===== config.mk =====
export PLATFORM = sky130hd
export DESIGN_NAME = regfile_wb_arbiter
export DESIGN_NICKNAME = d
export VERILOG_FILES = /design/src/rtl/regfile_wb_arbiter.sv
export SDC_FILE = /design/constraint.sdc
export NUM_CORES = 1
export LEC_CHECK = 0
export ABC_AREA = 1
export BUFFER_PORTS_ARGS = -buffer_cell sky130_fd_sc_hd__buf_2
export CORE_MARGIN = 4
export CORE_UTILIZATION = 55
export CTS_CLUSTER_DIAMETER = 200
export CTS_CLUSTER_SIZE = 8
export DETAILED_ROUTE_END_ITERATION = 6
export HOLD_SLACK_MARGIN = 0.02
export PLACE_DENSITY_LB_ADDON = 0.15
export SETUP_SLACK_MARGIN = 0.05
export SYNTH_ARGS = -nofsm -noshare
export SYNTH_HDL_FRONTEND = slang
export SYNTH_SLANG_ARGS = --single-unit
export TNS_END_PERCENT = 10

===== constraint.sdc =====
create_clock -name clk -period 4.49 [get_ports clk]
set_input_delay 0.2245 -clock clk [delete_from_list [all_inputs] [get_ports clk]]
set_output_delay 0.2245 -clock clk [all_outputs]
set_load 0.05 [all_outputs]

===== src/rtl/regfile_wb_arbiter.sv =====
// rtl/regfile_wb_arbiter.sv - ALU/LSU writeback merge onto the single register file write port.
// Optional REGWB_BYPASS_EN: an LSU result reaching an empty, idle queue is written in its own cycle.
module regfile_wb_arbiter #(
    parameter int DEPTH = 4
) (
    input  logic        clk,
    input  logic        rst,
    input  logic        alu_valid,
    input  logic [4:0]  alu_rd,
    input  logic [31:0] alu_data,
    input  logic        lsu_valid,
    output logic        lsu_ready,
    input  logic [4:0]  lsu_rd,
    input  logic [31:0] lsu_data,
    output logic        wr_en,
    output logic [4:0]  wr_sel,
    output logic [31:0] wr_data,
    output logic [31:0] busy_mask,
    output logic        fifo_full
);
    localparam int AW = $clog2(DEPTH);
    localparam int CW = AW + 1;

    logic [4:0]       rd_q   [DEPTH];
    logic [4:0]       rd_d   [DEPTH];
    logic [31:0]      data_q [DEPTH];
    logic [31:0]      data_d [DEPTH];
    logic [DEPTH-1:0] live_q, live_d;
    logic [AW-1:0]    head_q, head_d;
    logic [AW-1:0]    tail_q, tail_d;
    logic [CW-1:0]    count_q, count_d;

    logic q_nonempty;
    logic lsu_fire;
    logic bypass;
    logic push;
    logic pop;

    // Reset masks the stored state so queued entries can never reach the port while rst is high.
    always_comb begin
        q_nonempty = !rst && (count_q != '0);
        lsu_ready  = !rst && (count_q < CW'(DEPTH));
        fifo_full  = !rst && (count_q == CW'(DEPTH));
        lsu_fire   = lsu_valid && lsu_ready;
`ifdef REGWB_BYPASS_EN
        bypass     = lsu_fire && !alu_valid && !q_nonempty;
`else
        bypass     = 1'b0;
`endif
        pop        = q_nonempty && (!alu_valid || !live_q[head_q]);
        push       = lsu_fire && !bypass;

        wr_en   = 1'b0;
        wr_sel  = '0;
        wr_data = '0;
        if (alu_valid) begin
            wr_en   = 1'b1;
            wr_sel  = alu_rd;
            wr_data = alu_data;
        end else if (q_nonempty && live_q[head_q]) begin
            wr_en   = 1'b1;
            wr_sel  = rd_q[head_q];
            wr_data = data_q[head_q];
        end else if (bypass) begin
            wr_en   = 1'b1;
            wr_sel  = lsu_rd;
            wr_data = lsu_data;
        end

        busy_mask = '0;
        for (int i = 0; i < DEPTH; i++) begin
            if (!rst && live_q[i]) begin
                busy_mask[rd_q[i]] = 1'b1;
            end
        end
    end

    always_comb begin
        rd_d    = rd_q;
        data_d  = data_q;
        live_d  = live_q;
        head_d  = head_q;
        tail_d  = tail_q;
        count_d = count_q;

        // A younger ALU write kills every older queued write to the same register.
        for (int i = 0; i < DEPTH; i++) begin
            if (alu_valid && (rd_q[i] == alu_rd)) begin
                live_d[i] = 1'b0;
            end
        end
        if (pop) begin
            live_d[head_q] = 1'b0;
            head_d         = head_q + AW'(1);
        end
        if (push) begin
            rd_d[tail_q]   = lsu_rd;
            data_d[tail_q] = lsu_data;
            live_d[tail_q] = !(alu_valid && (lsu_rd == alu_rd));
            tail_d         = tail_q + AW'(1);
        end
        case ({push, pop})
            2'b10:   count_d = count_q + CW'(1);
            2'b01:   count_d = count_q - CW'(1);
            default: count_d = count_q;
        endcase
    end

    always_ff @(posedge clk) begin
        if (rst) begin
            live_q  <= '0;
            head_q  <= '0;
            tail_q  <= '0;
            count_q <= '0;
        end else begin
            live_q  <= live_d;
            head_q  <= head_d;
            tail_q  <= tail_d;
            count_q <= count_d;
        end
    end

    // Payload needs no reset; live bits alone decide whether a slot matters.
    always_ff @(posedge clk) begin
        rd_q   <= rd_d;
        data_q <= data_d;
    end
endmodule

### Yosys cells after proc, flatten, opt, wreduce, memory -nomap -nowiden

Index checks and enable logic that the tools add are counted.

| word-level totals | value |
|---|---|
| latch bits | 0 |
| register bits after elaboration | 159 |
| output and inout bits | 72 |
| memory bits (read-only) | 0 |
| input bits | 78 |
| memory bits (writable) | 0 |
| memories kept | 0 |

| cells by class | value |
|---|---|
| bitwise logic cells | 7 |
| shifts and indexed selects | 0 |
| order comparisons | 16 |
| multiply operators | 0 |
| equality and inequality tests | 8 |
| div/mod/pow operators | 0 |
| reduce and logical (&&, ||, !) cells | 29 |
| multiplexer cells | 44 |
| add/sub/neg operators | 4 |

Operator list:

| kind | count |
|---|---|
| $mux 32 | 9 |
| $bwmux 128 | 1 |
| $or 32x32->32 | 3 |
| $bmux 32 s2 | 1 |
| $demux 32 s2 | 1 |
| $eq 5x5->1 | 5 |
| $mux 5 | 5 |
| $lt 5x6->1 const B | 4 |
| $logic_and 1x1->1 | 22 |
| $bwmux 20 | 1 |
| $demux 1 s5 | 4 |
| $ge 5x1->1 const B | 4 |
| $mux 1 | 13 |
| $bmux 5 s2 | 1 |
| $demux 5 s2 | 1 |
| $mux 4 | 2 |
| $ge 3x3->1 const B | 2 |
| $lt 2x3->1 const B | 2 |
| $not 2->3 | 2 |
| $pmux 3 s2 | 1 |
| $add 2x1->2 const B | 2 |
| $and 4x4->4 | 1 |
| $bwmux 4 | 1 |
| $demux 1 s2 | 2 |
| other kinds (14) | 18 |

### Depth between registers and ports, before layout

| logic depth | value |
|---|---|
| depth in word-level cells | 11 |
| gate-level depth with buffers | 14 |

### Worst setup path before layout

Ideal clock, no wire load.

| timing | value |
|---|---|
| path kind | register to register |
| start | register count_q[2] |
| end | register data_q[0] (netlist bit) (enable) |
| data required time | 4.087 ns |
| library setup time | 0.403 ns |
| path slack | 1.999 ns |
| arrival time | 2.088 ns |
| clock period less this slack | 2.491 ns |
| buffers on the path | 1 |
| cell stages (with the launch flop) | 5 |
| cell sequence | dfxtp_1 -> nor2_2 -> nand2_2 -> buf_4 -> nor2_2 |

| on the way | value |
|---|---|
| cells in the longest elaborated chain, start to end | 3 |

Ends and longest elaborated chain:

| element | RTL line | RTL |
|---|---|---|
| start: declaration | 31 | `logic [CW-1:0] count_q, count_d;` |
| start signal: assignment | 119 | `count_q <= count_d;` |
| $lt 3x3->1 | 42 | `lsu_ready = !rst && (count_q < CW'(DEPTH));` |
| $logic_and 1x1->1 | 42 |  |
| via lsu_ready | 12 | `output logic lsu_ready,` |
| $logic_and 1x1->1 | 44 | `lsu_fire = lsu_valid && lsu_ready;` |
| end signal: assignment | 126 | `data_q <= data_d;` |
| end: declaration | 26 | `logic [31:0] data_q [DEPTH];` |

The timed path passes the listed nets, and every way through them passes these cells.
A chain may end at the register's enable or synchronous reset.

### Worst setup path after layout

| timing | value |
|---|---|
| start | register head_q[1] |
| end | output wr_sel[0] |

| on the way | value |
|---|---|
| cells in the longest elaborated chain, start to end | 6 |
| elaborated cells between the ends (all ways) | 9 |
| those cells by class | 7 x mux; 1 x bitwise; 1 x reduce/logical |

Ends and longest elaborated chain:

| element | RTL line | RTL |
|---|---|---|
| start: declaration | 29 | `logic [AW-1:0] head_q, head_d;` |
| start signal: assignment | 112 | `head_q <= '0;` |
| start signal: assignment | 117 | `head_q <= head_d;` |
| $not 2->3 (implied by the code) | 62 | `wr_sel = rd_q[head_q];` |
| $bmux 5 s2 | 62 |  |
| $mux 5 (implied by the code) (2 in a row) | 62 |  |
| $mux 5 (*) | 60 | `end else if (q_nonempty && live_q[head_q]) begin` |
| $mux 5 (*) | 56 | `if (alu_valid) begin` |
| end: declaration | 16 | `output logic [4:0] wr_sel,` |

Mark *: on every way between the ends. The rest lies on a longest branch, timed or not. The select of a mux whose other input is x is not followed.

==> metrics <==
CTS clk-pin slew, worst paths 0.07 ns; critical path launch point head_q[1]$_SDFFE_PP0N_; H-tree Lvls 4; worst-path cell chain buf_4, nand3_1, nand3_2, o21ai_1, buf_2; GRT Resource Usage Total 26.5%; number of port buffers 149; share of cells above drive strength 1 21.6%; Remaining Overflow, GRT 0; die area 0.0168 sq mm; worst hold path endpoint rd_q[9]$_DFFE_PP_; Starting Density 56.0%; crit path buf inv count 2; Synth area leader edfxtp_1; Initial DRC Count 577; total power 0.00424 W; cells on worst reg2reg path 12; ys async rst share 0%; Int Power 0.00280 W; final core occ 68.3%; pwr/cell area 428 mW/mm^2; Final Hold Fails 0; crit-path max FO 37; hold_ws 0.0366 ns; CTS tree yes; achievable frequency 346 MHz; status completed; Num CTS Buffers 17; reg2reg start head_q[1]$_SDFFE_PP0N_; most instantiated library cell after synthesis edfxtp_1; clk_lat worst skew 0.43 ns; routed vias 7123; post-CTS sizing 0; R2R setup slack 1.97 ns; Final Max Slew Viols 0; design area 0.00993 sq mm; vias in the first global route 6854; DR pass1 iterations 5; Worst setup EP type output pin; Psw 0.00145 W; CP max-delay cell nand3_2; clock sinks 159; WP data arrival 2.67 ns; core area 0.0145 sq mm; Rel. slew slack 29.2%; Clock Power Share 34.6%; Net count, final 1091; Clock Path Buffers 2; Netlist Area Pre-Place 0.00815 sq mm; Mapped Cells 836; final setup violation count 0; Cell Area, Placed 0.00899 sq mm; Area growth syn-to-layout 21.9%; Clock Skew 0.0131 ns; RSZ-0062 raised after global routing no; largest net degree at the start of global routing 73; ANT nets after route 0; share of Yosys cell area claimed by the top area cell type 54.6%; Worst Tran Pin Value 1.06 ns; LEAKAGE 3.88 nW; Sw Share 34.1%; hold path cells 1; register area share after synthesis 57.3%; detailed-route DRC error count 0; reg2reg end count_q[2]$_SDFFE_PP0P_; post-synthesis net count 924; setup repair bufs after CTS 0; initial antenna violation count 0; Die Width 130 um; CP startpoint kind flip-flop; first-pass GRT wire length 34500 um; setup_tns 0 ns; io pins 150; final WL 22100 um; dpl hpwl 14100 um; Die Y 130 um; flops & latches, synth 159; Site Rows 44; WL/cell 18.4 um; number of library cell types mapped by synthesis 27; number of synthesized flops with an enable pin 148; Final min period 2.89 ns; synth top area cells edfxtp_1, o22ai_1, nand2_1, o21ai_0, nor2_1; max incr delay on CP 0.68 ns; hold_sp lsu_rd[4]; Ys Warns 0; cts hold-fix bufs 30; Syn Area/Cell 9.74 sq um; power share of the sequential group 40.7%; CP Class reg -> out; combinational cell fraction of total power 24.7%; family with the most delay on the worst path simple AND/OR/NAND/NOR gates; DR vias/cell 5.93; Hold WC Path Type in -> reg; part of the cycle the worst path needs 64.4%; MaxCap Viol Count 0; Root Driver clkbuf_16; Post-synth top flop edfxtp_1; Req. time, crit path 4.27 ns; RePlAce Congestion 0.970; worst vdd ir 0.000371 V; top cells by count, synth edfxtp_1, nand2_1, o22ai_1
## cells by family after synthesis
logic type | synth area share [%]
compound gates | 17.7
buf+inv | 5.12
simple gates | 18.3
flops | 57.3
fa+ha+maj | 1.63
## worst max path at each step
| stage | end | slack, ns | depth (start not counted) |
|---|---|---|---|
| global route | wr_sel[1] | 1.42 | 5 |
| CTS | wr_sel[1] | 1.57 | 5 |
| floorplan | data_q[0]$_DFFE_PP_ | 2.00 | 4 |
| detailed placement | count_q[2]$_SDFFE_PP0P_ | 2.01 | 12 |
| global placement | wr_data[10] | 2.07 | 5 |
| finish | wr_sel[0] | 1.60 | 5 |
## placed cells by master (no fill, tap or decap), types with 2 or more instances in the layout
cell	n
o21ai_0	81
nor2_8	2
a21oi_1	23
nand2_1	120
ha_1	9
inv_8	4
inv_6	2
nand3_1	51
nand3_4	4
edfxtp_1	148
nand3_2	10
nor2_2	3
or2_1	32
dfxtp_1	10
nor2_4	4
dlygate4sd3_1	31
clkinv_8	5
o22ai_1	93
nor2_1	85
buf_2	149
o221ai_1	2
inv_2	3
o21ai_1	59
inv_1	50
clkbuf_16	17
buf_4	9
## routing by layer
metal | track usage [%] | vias to the layer above | part of all wire, %
met5 | 0 | - | 0
met4 | 10.3 | 0 | 2.7
met1 | 34.4 | 3355 | 42
met2 | 43.1 | 354 | 48
li1 | - | 3364 | -
met3 | 6.59 | 50 | 7.8
## state kept, by name (all words and copies together), names as in the netlist
signal / cells
live_q: 4
data_q: 128
rd_q: 20
count_q: 3
head_q: 2
tail_q: 2
## worst reg2reg max path: stages (launching register included)
cell,delay (ns)
dfxtp_1,0.40
buf_4,0.39
nand3_1,0.21
nand3_2,0.14
nand2_1,0.14
inv_2,0.08
ha_1,0.13
inv_1,0.07
fa_1,0.38
a21oi_1,0.14
o21ai_0,0.12
o21ai_0,0.15
a21oi_1,0.06
## per-stage QoR
stage,std cells,worst slack [ns]
2_1_floorplan,836,2.00
3_3_place_gp,1137,2.07
3_5_place_dp,1137,2.01
4_1_cts,1199,1.57
5_1_grt,1200,1.42
6_report,1201,1.60
## power groups by stage
stage	clock (W)	combinational, W	sequential, W
floorplan	0	0.000780	0.00174
global placement	0	0.00100	0.00176
detailed placement	0	0.00102	0.00176
CTS	0.00148	0.00104	0.00173
global route	0.00154	0.00116	0.00173
finish	0.00147	0.00105	0.00173
## cell type report
| type | count | area (sq um) |
|---|---|---|
| inverters | 53 | 199 |
| flip-flops and latches | 159 | 4670 |
| well taps | 184 | 230 |
| multi-input cells | 583 | 3080 |
| fillers | 1178 | 4610 |
| repair buffers | 189 | 1120 |
| clock inverters | 15 | 195 |
| clock buffers | 17 | 425 |
| diodes | 1 | 2.50 |
Power figures use the tool's default switching activity.
